$ cat src/rtl/cpu_pkg.sv
// Shared opcodes, ALU selects, state encodings and branch-condition helper
// for the 16-bit RISC control unit.
package cpu_pkg;

  localparam logic [6:0] OP_LD  = 7'h70;
  localparam logic [6:0] OP_ST  = 7'h71;
  localparam logic [6:0] OP_JMP = 7'h78;
  localparam logic [6:0] OP_JC  = 7'h79;
  localparam logic [6:0] OP_JNC = 7'h7A;
  localparam logic [6:0] OP_JZ  = 7'h7B;
  localparam logic [6:0] OP_JNZ = 7'h7C;
  localparam logic [6:0] OP_JN  = 7'h7D;
  localparam logic [6:0] OP_JR  = 7'h7E;
  localparam logic [6:0] OP_HLT = 7'h7F;

  localparam logic [3:0] ALU_PASS_S = 4'h0;
  localparam logic [3:0] ALU_PASS_R = 4'h1;

  typedef enum logic [3:0] {
    ST_RESET   = 4'd0,
    ST_FETCH   = 4'd1,
    ST_DECODE  = 4'd2,
    ST_ALU     = 4'd3,
    ST_LOAD    = 4'd4,
    ST_STORE   = 4'd5,
    ST_BRANCH  = 4'd6,
    ST_JR      = 4'd7,
    ST_HALT    = 4'd8,
    ST_ILLEGAL = 4'd9
  } state_e;

  typedef enum logic [2:0] {
    BC_ALWAYS = 3'd0,
    BC_C      = 3'd1,
    BC_NC     = 3'd2,
    BC_Z      = 3'd3,
    BC_NZ     = 3'd4,
    BC_N      = 3'd5
  } br_cond_e;

  function automatic logic br_taken(
    input br_cond_e cond,
    input logic     c,
    input logic     n,
    input logic     z
  );
    logic t;
    case (cond)
      BC_ALWAYS: t = 1'b1;
      BC_C:      t = c;
      BC_NC:     t = ~c;
      BC_Z:      t = z;
      BC_NZ:     t = ~z;
      BC_N:      t = n;
      default:   t = 1'b0;
    endcase
    return t;
  endfunction

endpackage

$ cat src/rtl/cpu_control_unit_decode.sv
// Opcode decoder: maps IR opcode to the execute state, the branch
// condition and a legality flag. Purely combinational.
module cpu_cu_decode
  import cpu_pkg::*;
(
  input  logic [6:0] op,
  output state_e     exec_state,
  output br_cond_e   br_cond,
  output logic       legal
);

  always_comb begin
    exec_state = ST_ILLEGAL;
    br_cond    = BC_ALWAYS;
    legal      = 1'b1;
    unique case (1'b1)
      (op[6:4] == 3'b000): exec_state = ST_ALU;
      (op == OP_LD):       exec_state = ST_LOAD;
      (op == OP_ST):       exec_state = ST_STORE;
      (op == OP_JMP):      exec_state = ST_BRANCH;
      (op == OP_JC): begin
        exec_state = ST_BRANCH;
        br_cond    = BC_C;
      end
      (op == OP_JNC): begin
        exec_state = ST_BRANCH;
        br_cond    = BC_NC;
      end
      (op == OP_JZ): begin
        exec_state = ST_BRANCH;
        br_cond    = BC_Z;
      end
      (op == OP_JNZ): begin
        exec_state = ST_BRANCH;
        br_cond    = BC_NZ;
      end
      (op == OP_JN): begin
        exec_state = ST_BRANCH;
        br_cond    = BC_N;
      end
      (op == OP_JR):       exec_state = ST_JR;
      (op == OP_HLT):      exec_state = ST_HALT;
      default:             legal = 1'b0;
    endcase
  end

endmodule

$ cat src/rtl/cpu_control_unit.sv
// Multi-cycle control FSM for the 16-bit RISC execution unit:
// fetch/decode/execute sequencing, single-step support, retire counter.
module cpu_control_unit
  import cpu_pkg::*;
#(
  parameter int CNT_W           = 16,
  parameter bit HALT_ON_ILLEGAL = 1'b1
) (
  input  logic             clk,
  input  logic             reset,
  input  logic             run,
  input  logic             step,
  input  logic [15:0]      ir_out,
  input  logic             C,
  input  logic             N,
  input  logic             Z,
  output logic             ir_ld,
  output logic             pc_ld,
  output logic             pc_inc,
  output logic             pc_sel,
  output logic             adr_sel,
  output logic             S_Sel,
  output logic             W_En,
  output logic [2:0]       W_Adr,
  output logic [2:0]       R_Adr,
  output logic [2:0]       S_Adr,
  output logic [3:0]       Alu_Op,
  output logic             mw_en,
  output logic             halted,
  output logic             illegal,
  output logic [3:0]       state_dbg,
  output logic [CNT_W-1:0] instr_cnt
);

  state_e           state_q, state_d;
  logic             step_q, step_d;
  logic             pend_q, pend_d;
  logic [CNT_W-1:0] cnt_q, cnt_d;

  state_e   dec_state;
  br_cond_e dec_cond;
  logic     dec_legal;
  logic     step_rise;
  logic     go;

  cpu_cu_decode u_decode (
    .op         (ir_out[15:9]),
    .exec_state (dec_state),
    .br_cond    (dec_cond),
    .legal      (dec_legal)
  );

  // A step edge seen outside FETCH is held until FETCH consumes it.
  assign step_rise = step & ~step_q;
  assign go        = run | step_rise | pend_q;

  always_comb begin
    state_d = state_q;
    step_d  = step;
    pend_d  = pend_q | step_rise;
    cnt_d   = cnt_q;
    unique case (state_q)
      ST_RESET: state_d = ST_FETCH;
      ST_FETCH: begin
        if (go) begin
          state_d = ST_DECODE;
          pend_d  = 1'b0;
        end
      end
      ST_DECODE: begin
        cnt_d = cnt_q + CNT_W'(1);
        if (!dec_legal && !HALT_ON_ILLEGAL)
          state_d = ST_FETCH;
        else
          state_d = dec_state;
      end
      ST_ALU, ST_LOAD, ST_STORE, ST_BRANCH, ST_JR:
        state_d = ST_FETCH;
      ST_HALT, ST_ILLEGAL: state_d = state_q;
      default: state_d = ST_RESET;
    endcase
    if (reset) begin
      state_d = ST_RESET;
      step_d  = 1'b0;
      pend_d  = 1'b0;
      cnt_d   = '0;
    end
  end

  always_ff @(posedge clk) begin
    state_q <= state_d;
    step_q  <= step_d;
    pend_q  <= pend_d;
    cnt_q   <= cnt_d;
  end

  // Strobes are forced low while reset is high so no write lands on it.
  always_comb begin
    ir_ld   = 1'b0;
    pc_ld   = 1'b0;
    pc_inc  = 1'b0;
    pc_sel  = 1'b0;
    adr_sel = 1'b0;
    S_Sel   = 1'b0;
    W_En    = 1'b0;
    mw_en   = 1'b0;
    Alu_Op  = ALU_PASS_S;
    if (!reset) begin
      unique case (state_q)
        ST_FETCH: begin
          ir_ld  = go;
          pc_inc = go;
        end
        ST_ALU: begin
          W_En   = 1'b1;
          Alu_Op = ir_out[12:9];
        end
        ST_LOAD: begin
          adr_sel = 1'b1;
          S_Sel   = 1'b1;
          W_En    = 1'b1;
        end
        ST_STORE: begin
          adr_sel = 1'b1;
          mw_en   = 1'b1;
        end
        ST_BRANCH: pc_ld = br_taken(dec_cond, C, N, Z);
        ST_JR: begin
          Alu_Op = ALU_PASS_R;
          pc_sel = 1'b1;
          pc_ld  = 1'b1;
        end
        default: ;
      endcase
    end
  end

  assign W_Adr     = ir_out[8:6];
  assign R_Adr     = ir_out[5:3];
  assign S_Adr     = ir_out[2:0];
  assign halted    = (state_q == ST_HALT) || (state_q == ST_ILLEGAL);
  assign illegal   = (state_q == ST_ILLEGAL);
  assign state_dbg = state_q;
  assign instr_cnt = cnt_q;

endmodule

$ cat config.mk
export PLATFORM = sky130hd
export DESIGN_NAME = cpu_control_unit
export DESIGN_NICKNAME = d
export VERILOG_FILES = /design/src/rtl/cpu_pkg.sv /design/src/rtl/cpu_control_unit_decode.sv /design/src/rtl/cpu_control_unit.sv
export SDC_FILE = /design/constraint.sdc
export NUM_CORES = 1
export LEC_CHECK = 0
export ABC_AREA = 1
export CELL_PAD_IN_SITES_DETAIL_PLACEMENT = 1
export CELL_PAD_IN_SITES_GLOBAL_PLACEMENT = 1
export CORE_ASPECT_RATIO = 0.7
export CORE_UTILIZATION = 25
export CTS_BUF_LIST = sky130_fd_sc_hd__clkbuf_4 sky130_fd_sc_hd__clkbuf_8 sky130_fd_sc_hd__clkbuf_16
export CTS_CLUSTER_DIAMETER = 60
export DETAILED_ROUTE_END_ITERATION = 6
export GPL_ROUTABILITY_DRIVEN = 0
export PLACE_DENSITY = 0.73
export SLEW_MARGIN = 20
export SYNTH_ARGS = -nofsm -noshare
export SYNTH_HDL_FRONTEND = slang
export SYNTH_SLANG_ARGS = --single-unit
$ cat constraint.sdc
create_clock -name clk -period 1.3 [get_ports clk]
set_input_delay 0.26 -clock clk [delete_from_list [all_inputs] [get_ports clk]]
set_output_delay 0.26 -clock clk [all_outputs]
set_load 0.03 [all_outputs]
==> results.yml <==
critical_path:
  cp_num_buf_inv: 4
  cp_max_fo: 4
  path_delay_family: "flip-flops"
  r2r_end: "instr_cnt[11]"
  worstRegToRegCells: 11
  start_kind: "flop"
  cp.arrival_ns: 1.39
  r2r-start: "state_dbg[0]"
  endpoint_kind: "output port"
  max_stage_delay_ns: 0.41
  worst_path_max_delay_cell: "dfxtp_4"
  r2r_setup_slack_ns: -0.22
  cp_cell_sequence: "inv_6 > nor2_4 > buf_6 > nand2_4 > inv_2 > nand2_2 > nor2_4 > buf_6"
  critPathKind: "reg -> out"
  cp.required_ns: 1.04
routing:
  drt_wl_total_mm: 6.90
  viasPerCell: 4.62
  drtIter0Drc: 37
  ant_nets: 0
  routedWlPerCell_um: 15.9
  dr.pass1.iters: 4
  drt_drc_violations_left: 0
  vias: 2005
worst_hold_path:
  hold_depth: 2
  min_to: "instr_cnt[8]"
  min_from: "instr_cnt[7]"
  hp-class: "reg -> reg"
flow_run:
  cap_violations: 0
yosys:
  synth.most_common_cell: "nand2_1"
  yosys_most_used_dff: "dfxtp_1"
  synth_edf_count: 0
  synth_top_area_share_pct: 29.5
  async_reset_ff_share_pct: 0
  yosysUniqueCellTypes: 29
  yosysWarnings: 0
  synth.cell_area_sq_um: 1490
  synth-seq-area-share_pct: 29.5
  syn_nets: 263
  yosysTopAreaCell: "dfxtp_1"
  synth-seq-cells: 22
  avgSynthCellArea_sq_um: 6.25
  yosys-top-cells-area: "dfxtp_1, nand2_1, inv_1"
  syn_inst: 239
  synthTopCellsByCount: "nand2_1, inv_1, nor2_1, dfxtp_1, a21oi_1"
final_layout:
  drive_gt1_share_pct: 59.6
  antenna_cells: 0
  post-route-util_pct: 53.6
  multi_input_area_sq_um: 1150
  nFillCells: 710
  seqCellArea_sq_um: 473
  fin_nets: 384
  syn2layout_area_growth_pct: 106
clock_network:
  clk_latency_ns: 0.27
  clkTransAtPathRegs_ns: 0.09
  cts_sinks: 22
  cts-root-buf: "clkbuf_8"
  cts_tree: "built"
  numCtsBuffers: 3
  h-tree-depth: 1
  ctsHoldBuffers: 0
  clock_path_buffers: 2
die:
  die_area_sq_um: 6290
  coreArea_sq_um: 5730
  io_pins: 66
  num_rows: 23
  chipHeight_um: 66.7
  initial_core_util_pct: 26.1
  die_w_um: 94.4
power_and_ir_drop:
  ir_worst_vdd_uv: 418
  p_per_area_nw_per_um2: 940
  p_leak_nw: 1.43
  finalPower_mw: 2.88
outcome:
  status: "complete, but fails checks"
  violations: "negative setup slack"
timing:
  max_freq_mhz: 605
  finClkSkew_ns: 0.00700
  min_period_ns: 1.65
  hold_violations: 0
  relSlewSlack_pct: 77.1
  tns_ns: -6.77
  worst_pin_slew_ns: 0.341
  finalSetupViolCount: 34
  slew_violations: 0
  post-route-period-util_pct: 127
  worst_slack_ns: -0.352
  rsz0062_at_grt: "true"
global_route:
  use_met3_pct: 3.88
  use_met2_pct: 35.8
  grt_max_degree: 13
  grt_usage_pct: 20.0
  busiest_layer: "met2"
  grt_pass1_wl_mm: 9.56
  grt_pass1_vias: 2033
  grt_remaining_overflow: 0
  grtUsageMet1_pct: 24.7
  antenna_found_initial: 0
placement:
  dp_worst_setup_slack_ns: -0.623
  dp_hpwl_mm: 4.11
  io_buffers: 47
==> worst max path at each step <==
stage	end	slack, ns	startpoint	depth (start not counted)
after floorplan	Alu_Op[0]	-0.15	state_dbg[2]	5
after global placement	pc_ld	-0.52	ir_out[10]	9
after detailed placement	state_dbg[0]	-0.62	ir_out[15]	11
after CTS	Alu_Op[0]	-0.32	state_dbg[1]	5
after global routing	pc_ld	-0.42	ir_out[11]	10
final	ir_ld	-0.35	state_dbg[0]	8
==> layout make-up <==
class,instances,area share [%]
multi-input combinational,163,37.6
timing repair buffer,131,36.5
sequential,22,15.4
inverter,39,5.63
tap,75,3.06
clock buffer,4,1.79
==> registers in the layout, summed over array words and instances (netlist names) <==
register and count:
step_q 1, instr_cnt 16, state_dbg 4, pend_q 1
==> where the power goes <==
part | leakage [nW] | internal (mW) | switching (mW) | total [mW]
sequential | 0.187 | 0.733 | 0.0828 | 0.816
clock | 0.0288 | 0.271 | 0.247 | 0.518
combinational | 1.21 | 0.772 | 0.778 | 1.55
total | 1.43 | 1.78 | 1.11 | 2.88
==> logic make-up (layout without fill, tap and decap cells) <==
logic type / after synthesis / count (layout) / share of synthesized area, %
flops: 22 / 22 / 29.5
fa+ha+maj: 1 / 1 / 0.838
compound gates: 35 / 35 / 12.2
simple gates: 127 / 127 / 40.8
buf+inv: 54 / 174 / 16.7
==> per-stage QoR <==
stage	instance area, sq um	hold slack, ns	instances
after global placement	2420	0.451	394
after CTS	2820	0.476	427
after global routing	3070	0.518	434
final	3070	0.478	434
after floorplan	1660	0.385	239
after detailed placement	2420	0.459	394
==> cell usage in the layout, fill, tap and decap left out, types with 8 or more instances in the layout <==
master   instances
nor2_1          19
buf_6           24
nand2_2         14
nor2_4          12
inv_1           29
dfxtp_2          8
a21oi_1         11
nand2_1         35
dfxtp_1          8
nand3_1          8
buf_4           85
==> per-layer routing <==
layer  routed length [um]  vias to the layer above
met3                  214                        8
met5                    0                        -
li1                     -                      987
met2                 3500                       38
met4                   39                        0
met1                 3150                      972
==> worst min-delay path: stages, from the launching register on <==
cell and delay [ns]:
dfxtp_2 0.35, nand2_2 0.07, a21oi_2 0.04
==> repair_timing <==
action                                  in CTS  in global routing
buffers inserted                            29                  8
gates cloned                                 0                  0
resized for setup                           61                 66
endpoints found under the setup margin      32                 43
pin swaps                                   25                 19
No activity file was read; power rests on OpenSTA's default activity.
